### config.mk
export PLATFORM = sky130hd
export DESIGN_NAME = bundler_ctrl
export DESIGN_NICKNAME = d
export VERILOG_FILES = /design/src/rtl/bundler_ctrl.sv
export SDC_FILE = /design/constraint.sdc
export NUM_CORES = 1
export LEC_CHECK = 0
export CAP_MARGIN = 20
export CORE_UTILIZATION = 55
export CTS_BUF_LIST = sky130_fd_sc_hd__clkbuf_4
export DETAILED_ROUTE_END_ITERATION = 12
export PLACE_DENSITY = 0.95
export SYNTH_ARGS = -nofsm -noshare
export SYNTH_HDL_FRONTEND = slang
export SYNTH_SLANG_ARGS = --single-unit
### constraint.sdc
create_clock -name clk -period 3.9 [get_ports clk]
set_input_delay 0.78 -clock clk [delete_from_list [all_inputs] [get_ports clk]]
set_output_delay 0.78 -clock clk [all_outputs]
set_load 0.02 [all_outputs]
### src/rtl/bundler_ctrl.sv
`default_nettype none
// +----------------------------------------------------------------------------+
// | bundler_ctrl: sequences hypervector chunks through bundler_bits, collects  |
// | the bundled result and flags a per-chunk response timeout.  Rev 1.0        |
// +----------------------------------------------------------------------------+
module bundler_ctrl #(
  parameter int NUM_HVS  = 5,
  parameter int PAR_BITS = 2,
  parameter int DIM      = 6,
  parameter int TIMEOUT  = 16
) (
  input  logic                               clk,
  input  logic                               rst,
  input  logic                               start,
  input  logic [NUM_HVS-1:0][DIM-1:0]        hvs,
  input  logic [DIM-1:0]                     ties_hv_1,
  input  logic [DIM-1:0]                     ties_hv_2,
  output logic                               busy,
  output logic                               done,
  output logic                               err,
  output logic [DIM-1:0]                     result,
  output logic                               bb_en,
  output logic [NUM_HVS-1:0][PAR_BITS-1:0]   bb_bits,
  output logic [PAR_BITS-1:0]                bb_ties_1,
  output logic [PAR_BITS-1:0]                bb_ties_2,
  input  logic                               bb_done,
  input  logic [PAR_BITS-1:0]                bb_out_bits
);

  localparam int NCHUNK = DIM / PAR_BITS;
  localparam int KW     = (NCHUNK > 1) ? $clog2(NCHUNK) : 1;
  localparam int CW     = $clog2(TIMEOUT + 1);
  localparam logic [KW-1:0] C_LAST_K   = KW'(NCHUNK - 1);
  localparam logic [CW-1:0] C_LAST_CNT = CW'(TIMEOUT - 1);

  typedef enum logic [1:0] {
    IDLE  = 2'd0,
    ISSUE = 2'd1,
    WAIT  = 2'd2,
    FIN   = 2'd3
  } state_t;

  state_t                      r_state;
  state_t                      w_next;
  logic [KW-1:0]               r_k;
  logic [CW-1:0]               r_cnt;
  logic [NUM_HVS-1:0][DIM-1:0] r_hvs;
  logic [DIM-1:0]              r_ties_1;
  logic [DIM-1:0]              r_ties_2;
  logic [DIM-1:0]              r_result;
  logic                        r_err;
  logic                        w_chunk_live;

  always_comb begin
    w_next = r_state;
    case (r_state)
      IDLE:    if (start) w_next = ISSUE;
      ISSUE:   w_next = WAIT;
      WAIT: begin
        if (bb_done)                  w_next = (r_k == C_LAST_K) ? FIN : ISSUE;
        else if (r_cnt == C_LAST_CNT) w_next = FIN;
      end
      FIN:     w_next = IDLE;
      default: w_next = IDLE;
    endcase
  end

  // Chunk outputs are only meaningful while a chunk is in flight; zero otherwise.
  always_comb begin
    w_chunk_live = (r_state == ISSUE) || (r_state == WAIT);
    busy         = (r_state != IDLE);
    done         = (r_state == FIN);
    bb_en        = (r_state == ISSUE);
    bb_bits      = '0;
    bb_ties_1    = '0;
    bb_ties_2    = '0;
    if (w_chunk_live) begin
      for (int i = 0; i < NUM_HVS; i++)
        bb_bits[i] = r_hvs[i][r_k*PAR_BITS +: PAR_BITS];
      bb_ties_1 = r_ties_1[r_k*PAR_BITS +: PAR_BITS];
      bb_ties_2 = r_ties_2[r_k*PAR_BITS +: PAR_BITS];
    end
  end

  always_ff @(posedge clk) begin
    if (rst) begin
      r_state  <= IDLE;
      r_k      <= '0;
      r_cnt    <= '0;
      r_hvs    <= '0;
      r_ties_1 <= '0;
      r_ties_2 <= '0;
      r_result <= '0;
      r_err    <= 1'b0;
    end else begin
      r_state <= w_next;
      case (r_state)
        IDLE: begin
          if (start) begin
            r_hvs    <= hvs;
            r_ties_1 <= ties_hv_1;
            r_ties_2 <= ties_hv_2;
            r_result <= '0;
            r_err    <= 1'b0;
            r_k      <= '0;
          end
        end
        ISSUE: r_cnt <= '0;
        WAIT: begin
          if (bb_done) begin
            r_result[r_k*PAR_BITS +: PAR_BITS] <= bb_out_bits;
            if (r_k != C_LAST_K) r_k <= r_k + 1'b1;
          end else begin
            r_cnt <= r_cnt + 1'b1;
            if (r_cnt == C_LAST_CNT) r_err <= 1'b1;
          end
        end
        default: ;
      endcase
    end
  end

  assign result = r_result;
  assign err    = r_err;

endmodule
`default_nettype wire
## Word-level counts from Yosys, hierarchy flattened

Index checks and enable logic that the tools add are counted.

- Reductions and logical operators: 11
- $add $sub $neg: 3
- Shift-type cells: 9
- Muxes and demuxes: 22
- Equal/unequal tests: 12

Operator list:

| cell | count |
|---|---|
| $shiftx A6 B4 Y2 | 7 |
| $neg A3 Y34 | 1 |
| $shift A2 B34 Y6 const A | 1 |
| $shiftx A2 B34 Y6 | 1 |
| $mux W2 | 9 |
| $mux W6 | 2 |
| $pmux W6 S2 | 1 |
| $mux W10 | 1 |
| $pmux W5 S2 | 1 |
| $ne A2 B2 Y1 const B | 4 |
| $pmux W2 S4 | 1 |
| $reduce_and A4 Y1 | 2 |
| $bwmux W6 | 1 |
| $eq A2 B2 Y1 const B | 3 |
| $reduce_and A2 Y1 | 3 |
| $reduce_bool A2 Y1 | 3 |
| $add A5 B1 Y5 const B | 1 |
| $eq A5 B4 Y1 const B | 1 |
| $mux W5 | 1 |
| $ne A2 B1 Y1 const B | 2 |
| $pmux W2 S2 | 1 |
| $mux W1 | 3 |
| $ne A3 B2 Y1 const B | 1 |
| $reduce_and A3 Y1 | 1 |
| 5 further kinds | 5 |

- Output and inout bits: 24
- Bits in registers: 58
- Logic and storage cells: 69
- Input bits: 48

## Logic depth before layout (Yosys ltp)

- Depth in word-level cells: 5
- Gate-level depth with buffers: 8

## Worst setup path after synthesis

OpenSTA, ideal clock, no wires.

- Path type: register to output
- Start: register r_k[0]
- End: output port bb_bits[6] in the netlist's numbering
- Arrival time: 1.348 ns
- Stages on the path, launching flop included: 5
- Slack: 1.772 ns
- Path through: dfxtp_1 -> nor2b_1 -> clkbuf_1 -> nand2_1 -> a21boi_0

RTL lines:

| element | line | source |
|---|---|---|
| start: declaration | 45 | `logic [KW-1:0] r_k;` |
| start signal: assignment | 112 | `if (r_k != C_LAST_K) r_k <= r_k + 1'b1;` |
| end: declaration | 23 | `output logic [NUM_HVS-1:0][PAR_BITS-1:0] bb_bits,` |

==> results.rst <==
.. list-table::
   :header-rows: 1

   * - Metric
     - Value
   * - Most common cell after layout, fill and taps aside
     - sky130_fd_sc_hd__nand2_1
   * - Placed cell count
     - 472
   * - Cell taking the most area after synthesis
     - sky130_fd_sc_hd__dfxtp_1
   * - H-tree Lvls
     - 3
   * - Number of global-route vias before repair
     - 2,371
   * - Number of buffers inserted to repair setup after CTS
     - 0
   * - Post-route DRC
     - 0
   * - Insertion delay to the later sink of the worst-skew pair
     - 0.42 ns
   * - Post-detailed-route count of antenna-violating nets
     - 0
   * - Detailed-route wire length
     - 6950 um
   * - Worst Hold Class
     - flop to flop
   * - I/O pins
     - 72
   * - Maximum clock frequency
     - 0.311 GHz
   * - Number of warnings reported in the yosys synthesis log
     - 0
   * - Minimum period implied by the final worst setup slack
     - 3.22 ns
   * - CP max FO
     - 10
   * - Worst hold slack
     - 0.459 ns
   * - Critical path launch point
     - r_k[0]
   * - Power density of the placed cells
     - 425 nW/um^2
   * - Synth cell types
     - 43
   * - Clock transition at path regs
     - 0.10 ns
   * - Number of inserted diodes
     - 0
   * - FFs w/ async S/R, synth
     - 0%
   * - Max cap viols
     - 0
   * - Vertical extent of the die
     - 73.8 um
   * - Number of enable flip-flop cells after synthesis
     - 0
   * - Yosys top cell area share
     - 40.9%
   * - Total die area
     - 5450 sq um
   * - Routability-driven placement congestion ratio
     - 0.819
   * - Worst clock skew on the final layout
     - 0.0141 ns
   * - Setup violations, final
     - 0
   * - Clock tree buffer depth
     - 2
   * - Effective utilization at floorplan
     - 58.5%
   * - Std-Cell Core Area
     - 4850 sq um
   * - Setup crit end kind
     - output pin
   * - Setup repair after global routing missed its margin
     - no
   * - Fraction of the cycle the final worst path needs
     - 82.5%
   * - Initial antenna violation count
     - 0
   * - Transition time at the pin with the least slew margin
     - 1.07 ns
   * - Aggregate global-route resource usage
     - 26.8%
   * - Syn Nets
     - 414
   * - Classification of the worst setup path
     - flop to output pin
   * - Run status
     - finished, final reports clean
   * - GRT Residual Overflow
     - 0
   * - Detailed-route via count
     - 2,672
   * - Top routing layer in use
     - met4
   * - Element type at the critical path start
     - flop
   * - Combined flip-flop and latch cell area
     - 1160 sq um
   * - Final instance area
     - 3670 sq um
   * - Overall Power
     - 1560 uW
   * - Share of the yosys chip area belonging to registers
     - 40.9%
   * - Routed metal-1 wirelength
     - 2970 um
   * - Worst relative slew slack
     - 28.5%
   * - Max-slew violation count
     - 0
   * - Total met2 wirelength after detailed routing
     - 3490 um
   * - Fill cell count
     - 347
   * - Count of standard-cell rows
     - 25
   * - Die Wd
     - 73.8 um
   * - DR vias/cell
     - 5.48
   * - DR WL/cell
     - 14.2 um
   * - CP Data Required Time
     - 3.12 ns
   * - Worst flop-to-flop path startpoint
     - r_state[0]
   * - Hold buffers post-CTS
     - 0
   * - Origin of the worst min-delay path
     - r_hvs[1]
   * - Number of clock sinks seen by CTS
     - 58
   * - Largest cells by area after synthesis
     - sky130_fd_sc_hd__dfxtp_1 (41%), sky130_fd_sc_hd__nand2_1 (14%), sky130_fd_sc_hd__a21oi_1 (8.8%), sky130_fd_sc_hd__ha_1 (4.4%), sky130_fd_sc_hd__mux2i_1 (4.2%)
   * - Hpwl dp
     - 4610 um
   * - Fraction of layout cells with a size suffix above 1
     - 6.89%
   * - Leading cell types in the layout, fill and taps excluded
     - sky130_fd_sc_hd__nand2_1 (103), sky130_fd_sc_hd__clkdlybuf4s50_1 (70), sky130_fd_sc_hd__dfxtp_1 (58)
   * - Gate Count Post-Synth
     - 356
   * - Synthesized flop and latch total
     - 58
   * - Worst voltage drop across the vdd grid
     - 0.330 mV
   * - Multi-input logic area
     - 1520 sq um
   * - Count of TritonRoute iterations in the first routing pass
     - 5
   * - Largest net degree at the start of global routing
     - 63
   * - Endpoints failing hold
     - 0
   * - Non-filler instance count after layout
     - 488
   * - Main synth FF type
     - sky130_fd_sc_hd__dfxtp_1
   * - Net count, final
     - 474
   * - CTS-repair resized insts
     - 0
   * - Starting DRC count in detailed routing
     - 226
   * - Area overhead of the layout relative to synthesis
     - 29.4%
   * - Detail Route met3 WL
     - 333 um
   * - First-pass GRT wire length
     - 10,900 um
   * - Total leakage power
     - 0.00130 uW
   * - I/O Buffers
     - 71
   * - Arrival time of the worst setup path
     - 2.44 ns
   * - Total negative slack
     - 0 ns
   * - Number of buffers added by the clock tree synthesis step
     - 9
   * - Area of the mapped netlist
     - 2840 sq um
   * - Clock root buffer
     - sky130_fd_sc_hd__clkbuf_4
   * - Mean instance size in the synthesized netlist
     - 7.97 sq um
   * - CTS tree
     - done
   * - Dpl cell area
     - 3530 sq um
sequential cells by signal (all words and copies together) (netlist names):
name and count:
r_cnt 5, result 6, r_state 2, err 1, r_hvs 30, r_ties_1 6, r_k 2, r_ties_2 6
metal layers:
layer	vias to the layer above	track usage [%]
met2	84	44.8
met3	15	6.72
li1	1329	-
met1	1244	32.5
met4	0	12.0
met5	-	0
worst max-delay path, cell delays in order, from the launching register on:
cell and delay, ns:
sky130_fd_sc_hd__dfxtp_1 0.33, sky130_fd_sc_hd__nor2b_1 0.69, sky130_fd_sc_hd__nand2_1 0.13, sky130_fd_sc_hd__a21boi_0 0.24
sky130_fd_sc_hd__clkdlybuf4s50_1 0.64
stage by stage:
| stage | worst slack, ns | util [%] |
|---|---|---|
| after floorplan | 1.77 | - |
| after global placement | 1.27 | 72.9 |
| after CTS | 0.667 | 75.7 |
| after global routing | 0.557 | 75.7 |
| final | 0.681 | 75.7 |
| after detailed placement | 1.13 | 72.9 |
synth_stat cells, types with 4 or more instances:
master	count
sky130_fd_sc_hd__nand2b_1	9
sky130_fd_sc_hd__mux2_2	5
sky130_fd_sc_hd__nand3_1	5
sky130_fd_sc_hd__nor2_1	5
sky130_fd_sc_hd__nand2_1	103
sky130_fd_sc_hd__buf_2	8
sky130_fd_sc_hd__inv_1	9
sky130_fd_sc_hd__clkbuf_1	12
sky130_fd_sc_hd__a21boi_0	5
sky130_fd_sc_hd__o2bb2ai_1	6
sky130_fd_sc_hd__o22ai_1	4
sky130_fd_sc_hd__and2_1	12
sky130_fd_sc_hd__ha_1	10
sky130_fd_sc_hd__dfxtp_1	58
sky130_fd_sc_hd__mux2i_1	12
sky130_fd_sc_hd__a21oi_1	50
path summary, 6_finish.rpt:
check | endpoint | slack [ns] | cells past startpoint
max reg2reg | result[4] | 1.70 | 5
min | r_hvs[1] | 0.46 | 2
min reg2reg | r_hvs[1] | 0.46 | 2
max | bb_bits[6] | 0.68 | 4
cell type report:
cell class	count	area share [%]
multi-input cells	263	41.4
repair buffers	75	20.0
well taps	67	2.28
clock inverters	7	1.91
clock buffers	9	1.84
flip-flops and latches	58	31.6
inverters	9	0.920
report_power, final:
part           internal (uW)  switching [uW]  leakage (uW)  total, uW
combinational            187             260      0.000757        448
sequential               650            31.8      0.000474        682
clock                    192             238     0.0000656        430
total                   1030             529       0.00130       1560
cell families after synthesis:
kind of cell             Yosys count  share of synthesized area, %
adder cells (fa/ha/maj)           10                          4.41
AO/OA/AOI/OAI                     83                          17.9
buffers and inverters             35                          5.51
flip-flops                        58                          40.9
multiplexers                      18                          6.70
AND/OR/NAND/NOR                  152                          24.5
(Power assumes the default switching activity.)
